[src/rtl/dmem_arb_pkg.sv]
// Shared types and defaults for the data-memory arbiter: FSM states, access
// owner encoding and default timing parameters.
package dmem_arb_pkg;

  typedef enum logic [1:0] {
    IDLE = 2'd0,
    WAIT = 2'd1,
    DONE = 2'd2
  } state_e;

  typedef enum logic {
    OWN_PIPE = 1'b0,
    OWN_LD   = 1'b1
  } owner_e;

  localparam int DEF_LATENCY      = 2;
  localparam int DEF_STARVE_LIMIT = 4;

endpackage

[src/rtl/dmem_arb_pick.sv]
// Combinational winner select between the MEM stage and the loader port.
// The pipeline wins by default; a waiting loader is forced ahead at the limit.
module dmem_arb_pick
  import dmem_arb_pkg::*;
#(
  parameter int STARVE_LIMIT = DEF_STARVE_LIMIT,
  parameter int SW           = $clog2(STARVE_LIMIT + 1)
) (
  input  logic          pipe_req_i,
  input  logic          ld_valid_i,
  input  logic [SW-1:0] starve_cnt_i,
  input  logic          pipe_done_i,
  output logic          pipe_win_o,
  output logic          ld_win_o
);

  logic pipe_eff;

  // While pipe_done is high the request lines still describe the finished access.
  assign pipe_eff   = pipe_req_i & ~pipe_done_i;
  assign ld_win_o   = ld_valid_i & (~pipe_eff | (starve_cnt_i == SW'(STARVE_LIMIT)));
  assign pipe_win_o = pipe_eff & ~ld_win_o;

endmodule

[src/rtl/dmem_arbiter.sv]
// Single-ported data memory arbiter: sequences one access at a time over a
// fixed read latency, stalls the pipeline until its access completes.
module dmem_arbiter
  import dmem_arb_pkg::*;
#(
  parameter int LATENCY      = DEF_LATENCY,
  parameter int STARVE_LIMIT = DEF_STARVE_LIMIT
) (
  input  logic        clk,
  input  logic        reset_n,
  input  logic        pipe_memread,
  input  logic        pipe_memwrite,
  input  logic [31:0] pipe_addr,
  input  logic [31:0] pipe_wdata,
  output logic        pipe_stall,
  output logic        pipe_done,
  output logic [31:0] pipe_rdata,
  input  logic        ld_valid,
  input  logic        ld_we,
  input  logic [31:0] ld_addr,
  input  logic [31:0] ld_wdata,
  output logic        ld_ready,
  output logic        ld_done,
  output logic [31:0] ld_rdata,
  output logic        mem_en,
  output logic        mem_we,
  output logic [31:0] mem_addr,
  output logic [31:0] mem_wdata,
  input  logic [31:0] mem_rdata
);

  localparam int CW = $clog2(LATENCY + 1);
  localparam int SW = $clog2(STARVE_LIMIT + 1);

  state_e        state_q, state_d;
  owner_e        owner_q, owner_d;
  logic [CW-1:0] cnt_q, cnt_d;
  logic [SW-1:0] starve_q, starve_d;
  logic          mem_en_q, mem_en_d;
  logic          mem_we_q, mem_we_d;
  logic [31:0]   mem_addr_q, mem_addr_d;
  logic [31:0]   mem_wdata_q, mem_wdata_d;
  logic          pipe_done_q, pipe_done_d;
  logic [31:0]   pipe_rdata_q, pipe_rdata_d;
  logic          ld_done_q, ld_done_d;
  logic [31:0]   ld_rdata_q, ld_rdata_d;

  logic pipe_req;
  logic can_grant;
  logic pipe_win;
  logic ld_win;

  assign pipe_req  = pipe_memread | pipe_memwrite;
  assign can_grant = (state_q == IDLE) || (state_q == DONE);

  dmem_arb_pick #(
    .STARVE_LIMIT (STARVE_LIMIT),
    .SW           (SW)
  ) u_pick (
    .pipe_req_i   (pipe_req),
    .ld_valid_i   (ld_valid),
    .starve_cnt_i (starve_q),
    .pipe_done_i  (pipe_done_q),
    .pipe_win_o   (pipe_win),
    .ld_win_o     (ld_win)
  );

  assign ld_ready   = can_grant & ld_win;
  assign pipe_stall = reset_n & pipe_req & ~pipe_done_q;

  assign pipe_done  = pipe_done_q;
  assign pipe_rdata = pipe_rdata_q;
  assign ld_done    = ld_done_q;
  assign ld_rdata   = ld_rdata_q;
  assign mem_en     = mem_en_q;
  assign mem_we     = mem_we_q;
  assign mem_addr   = mem_addr_q;
  assign mem_wdata  = mem_wdata_q;

  always_comb begin
    state_d      = state_q;
    owner_d      = owner_q;
    cnt_d        = cnt_q;
    starve_d     = starve_q;
    mem_en_d     = 1'b0;
    mem_we_d     = 1'b0;
    mem_addr_d   = mem_addr_q;
    mem_wdata_d  = mem_wdata_q;
    pipe_done_d  = 1'b0;
    pipe_rdata_d = pipe_rdata_q;
    ld_done_d    = 1'b0;
    ld_rdata_d   = ld_rdata_q;

    case (state_q)
      IDLE, DONE: begin
        state_d = IDLE;
        if (ld_win) begin
          mem_en_d    = 1'b1;
          mem_we_d    = ld_we;
          mem_addr_d  = ld_addr;
          mem_wdata_d = ld_wdata;
          owner_d     = OWN_LD;
          cnt_d       = CW'(LATENCY);
          starve_d    = '0;
          state_d     = WAIT;
        end else if (pipe_win) begin
          mem_en_d    = 1'b1;
          mem_we_d    = pipe_memwrite;
          mem_addr_d  = pipe_addr;
          mem_wdata_d = pipe_wdata;
          owner_d     = OWN_PIPE;
          cnt_d       = CW'(LATENCY);
          state_d     = WAIT;
          if (!ld_valid) begin
            starve_d = '0;
          end else if (starve_q != SW'(STARVE_LIMIT)) begin
            starve_d = starve_q + SW'(1);
          end
        end
      end
      WAIT: begin
        // cnt reaches zero in the cycle mem_rdata is valid for the strobe issued at grant.
        if (cnt_q == '0) begin
          if (owner_q == OWN_LD) begin
            ld_rdata_d = mem_rdata;
            ld_done_d  = 1'b1;
          end else begin
            pipe_rdata_d = mem_rdata;
            pipe_done_d  = 1'b1;
          end
          state_d = DONE;
        end else begin
          cnt_d = cnt_q - CW'(1);
        end
      end
      default: state_d = IDLE;
    endcase
  end

  always_ff @(posedge clk or negedge reset_n) begin
    if (!reset_n) begin
      state_q      <= IDLE;
      owner_q      <= OWN_PIPE;
      cnt_q        <= '0;
      starve_q     <= '0;
      mem_en_q     <= 1'b0;
      mem_we_q     <= 1'b0;
      mem_addr_q   <= '0;
      mem_wdata_q  <= '0;
      pipe_done_q  <= 1'b0;
      pipe_rdata_q <= '0;
      ld_done_q    <= 1'b0;
      ld_rdata_q   <= '0;
    end else begin
      state_q      <= state_d;
      owner_q      <= owner_d;
      cnt_q        <= cnt_d;
      starve_q     <= starve_d;
      mem_en_q     <= mem_en_d;
      mem_we_q     <= mem_we_d;
      mem_addr_q   <= mem_addr_d;
      mem_wdata_q  <= mem_wdata_d;
      pipe_done_q  <= pipe_done_d;
      pipe_rdata_q <= pipe_rdata_d;
      ld_done_q    <= ld_done_d;
      ld_rdata_q   <= ld_rdata_d;
    end
  end

endmodule

[config.mk]
export PLATFORM = sky130hd
export DESIGN_NAME = dmem_arbiter
export DESIGN_NICKNAME = d
export VERILOG_FILES = /design/src/rtl/dmem_arb_pkg.sv /design/src/rtl/dmem_arb_pick.sv /design/src/rtl/dmem_arbiter.sv
export SDC_FILE = /design/constraint.sdc
export NUM_CORES = 1
export LEC_CHECK = 0
export ABC_AREA = 1
export CAP_MARGIN = 20
export CELL_PAD_IN_SITES_DETAIL_PLACEMENT = 1
export CELL_PAD_IN_SITES_GLOBAL_PLACEMENT = 2
export CORE_ASPECT_RATIO = 0.6
export CORE_UTILIZATION = 22
export CTS_CLUSTER_SIZE = 16
export DETAILED_ROUTE_END_ITERATION = 6
export HOLD_SLACK_MARGIN = 0.02
export MAX_ROUTING_LAYER = met4
export PLACE_DENSITY_LB_ADDON = 0.1
export SLEW_MARGIN = 10
export SYNTH_ARGS = -nofsm -noshare
export SYNTH_HDL_FRONTEND = slang
export SYNTH_SLANG_ARGS = --single-unit
[constraint.sdc]
create_clock -name clk -period 2 [get_ports clk]
set_input_delay 0.4 -clock clk [delete_from_list [all_inputs] [get_ports clk]]
set_output_delay 0.4 -clock clk [all_outputs]
set_load 0.02 [all_outputs]
==> summary.md <==
| Metric | Value |
|---|---|
| HP Class | in -> async |
| Post-synth EDFFs | 0 |
| Reg2reg setup slack | 180 ps |
| Setup violation total in the final timing report | 0 |
| Synthesized area | roughly 6600 µm² |
| Layout cells sized above 1 | between 6 and 7% |
| Maximum VDD drop | 0.581 mV |
| Terminus of the critical flop-to-flop path | mem_addr[10]$_DFFE_PN0P_ |
| Synth Register Bits | 140 |
| Count leader, synth | nand2_1 |
| Mean Syn Cell Area | a little under 8 µm² |
| Worst Path Arrival | 1520 ps |
| Crit-path max cell delay | 400 ps |
| CTS Buffer Depth | 2 |
| Slowest cell on crit path | dfrtp_1 |
| IO Port Bufs | 299 |
| Met2 wire length | 10.9 mm |
| Final hold violation count | 0 |
| Clk Latency, worst-skew pair | between 400 and 500 ps |
| CTS tree | yes |
| R2R depth | 11 |
| Fmax | 522 MHz |
| Net Count, Synth | 1025 |
| Final wirelength | ~25 mm |
| DR WL/cell | approximately 16 µm |
| RePlAce Congestion | 0.744 |
| Final worst setup slack | 84.4 ps |
| HPWL Detailed | about 17 mm |
| CORE AREA | a little under 30000 µm² |
| Crit share post-route | 95.8% |
| Seq/Total Area, Yosys | 53.3% |
| Area growth syn-to-layout | 63.6% |
| Antenna viol nets, final | 0 |
| WP buf/inv | 2 |
| H-tree levels | 4 |
| CP most frequent cell | nand2_2 |
| CTS buffer count | 17 |
| PwrDens | 1600 nW/µm² |
| Critical R2R Launch | starve_q[0]$_DFFE_PN0P_ |
| Clk root buf | clkbuf_16 |
| Die X | 225 µm |
| Ys async rst share | 100% |
| Min Tclk post-route | 1920 ps |
| Leak | approximately 0.0055 µW |
| Vias after detailed routing | 6311 |
| CP max FO | 2 |
| First-pass GRT wire length | around 39 mm |
| WS Path Type | reg -> out |
| Outcome | completed |
| Number of global-route vias before repair | 6616 |
| Starting density of the core | 22.6% |
| Max_cap viols | 0 |
| Pre-CTS setup slack | -360 ps |
| Initial antenna violation count | 6 |
| Measured slew at the worst slew-check pin | 844 ps |
| DRT iter0 DRCs | 216 |
| Post-synth top area cell | dfrtp_1 |
| WP data required | 1600 ps |
| Fill cells | about 3500 |
| Max Used Layer | met4 |
| Top post-synthesis cells by area | dfrtp_1 (53%), nand2_1 (16%), nand3_1 (10%), inv_1 (9.9%), o21ai_1 (4.0%) |
| CP delay by family, top | flip-flops |
| Post-synth top area share | between 50% and 60% |
| Reg clk slew, reported paths | about 60 ps |
| Worst path cell trace | inv_2 -> ha_4 -> nand2_2 -> nand3_2 -> nand2_2 -> nor2_4 -> buf_6 |
| Layout Nets | 1319 |
| DRT met1 WL | 12.4 mm |
| Worst setup SP type | register |
| Final Power | 17200 µW |
| Synth warn | 0 |
| Top FF cell, synth | dfrtp_1 |
| Die ar. | 30600 µm² |
| Total global-route track usage | about 18% |
| # IOs | 300 |
| Slew Viols, Final | 0 |
| Slew headroom | around 44% |
| Vias per cell | 4.02 |
| DR DRC count | 0 |
| CP Capture Type | output port |
| Total grt overflow | 0 |
| Clk sinks | 140 |
| Post-Synthesis Cells | 856 |
| Cell row count | 48 |
| Synth cell count leaders | nand2_1 (282), inv_1 (174), dfrtp_1 (140) |
| Die Ht | ~140 µm |
| Largest net degree at the start of global routing | 141 |
| Setup Skew | 8.64 ps |
| First-pass DRT Iterations | 6 |
| Netlist cell types | 19 |
| Met3 wire length | ~1.7 mm |
[stage by stage]
step           TNS, ps  cell area, µm²  utilization (%)  hold slack, ps  instances
2_1_floorplan        0            6580                -             104        856
3_3_place_gp    -12800           10100             34.7             463       1528
3_5_place_dp    -13400           10100             34.7             466       1528
4_1_cts              0           10700             36.8             159       1560
5_1_grt          -4.97           10800             37.0             141       1569
6_report             0           10800             37.0            94.6       1569
[flip-flops by register name (all words and copies together), names as in the netlist]
name,count
cnt_q,2
ld_done,1
ld_rdata,32
mem_addr,32
mem_en,1
mem_wdata,32
mem_we,1
owner_q,1
pipe_done,1
pipe_rdata,32
starve_q,3
state_q,2
[area by class of cell]
type	instances	area, µm²	area share [%]
antenna	6	15.0	0.140
clock buffer	17	425	3.95
clock inverter	15	186	1.73
inverter	175	657	6.11
multi-input combinational	492	2190	20.4
sequential	140	3500	32.6
tap	400	500	4.65
timing repair buffer	324	3280	30.5
[placed cells by master (no fill, tap or decap), types with 6 or more instances in the layout]
cell	synthesis	routed
diode_2	0	6
o21ai_1	52	52
dfrtp_1	140	140
buf_4	3	17
o21ai_0	15	15
clkbuf_16	0	17
clkdlybuf4s50_1	0	295
buf_12	0	8
nand2_1	282	277
nand3_1	131	130
inv_1	174	172
[report_power, final]
group          internal [µW]  switching (µW)  total [µW]
clock                   1980            1370        3360
combinational           3860            4930        8790
sequential              4260             784        5040
total                  10100            7090       17200
[per-layer routing]
layer	vias to the layer above	GRT usage [%]
met5	-	-
met4	0	3.89
li1	3179	-
met3	16	6.38
met2	129	25.5
met1	2987	23.2
[worst max-delay path by stage]
| stage | startpoint | endpoint | slack (ps) | depth (start not counted) |
|---|---|---|---|---|
| 5_1_grt | starve_q[0]$_DFFE_PN0P_ | ld_ready | -5 | 7 |
| 3_3_place_gp | pipe_memread | ld_ready | -320 | 7 |
| 2_1_floorplan | starve_q[0]$_DFFE_PN0P_ | ld_ready | 300 | 7 |
| 6_report | starve_q[0]$_DFFE_PN0P_ | ld_ready | 80 | 7 |
| 4_1_cts | starve_q[0]$_DFFE_PN0P_ | ld_ready | 30 | 7 |
| 3_5_place_dp | pipe_memread | ld_ready | -360 | 7 |
[kinds of logic after synthesis]
group / count (synthesis) / share of synthesized area, %
AO/OA/AOI/OAI: 68 / 5.18
AND/OR/NAND/NOR: 420 / 26.7
flip-flops: 140 / 53.3
XOR/XNOR: 1 / 0.133
adder cells (fa/ha/maj): 3 / 0.571
buffers and inverters: 224 / 14.1
[what timing repair did]
action,CTS,global route
setup endpoints to repair,1,67
pin swaps,0,3
resized for setup,9,6
buffers inserted,0,3
cloned,0,0
hold buffers,0,0
Note: power is estimated with default switching activity, not from simulation.
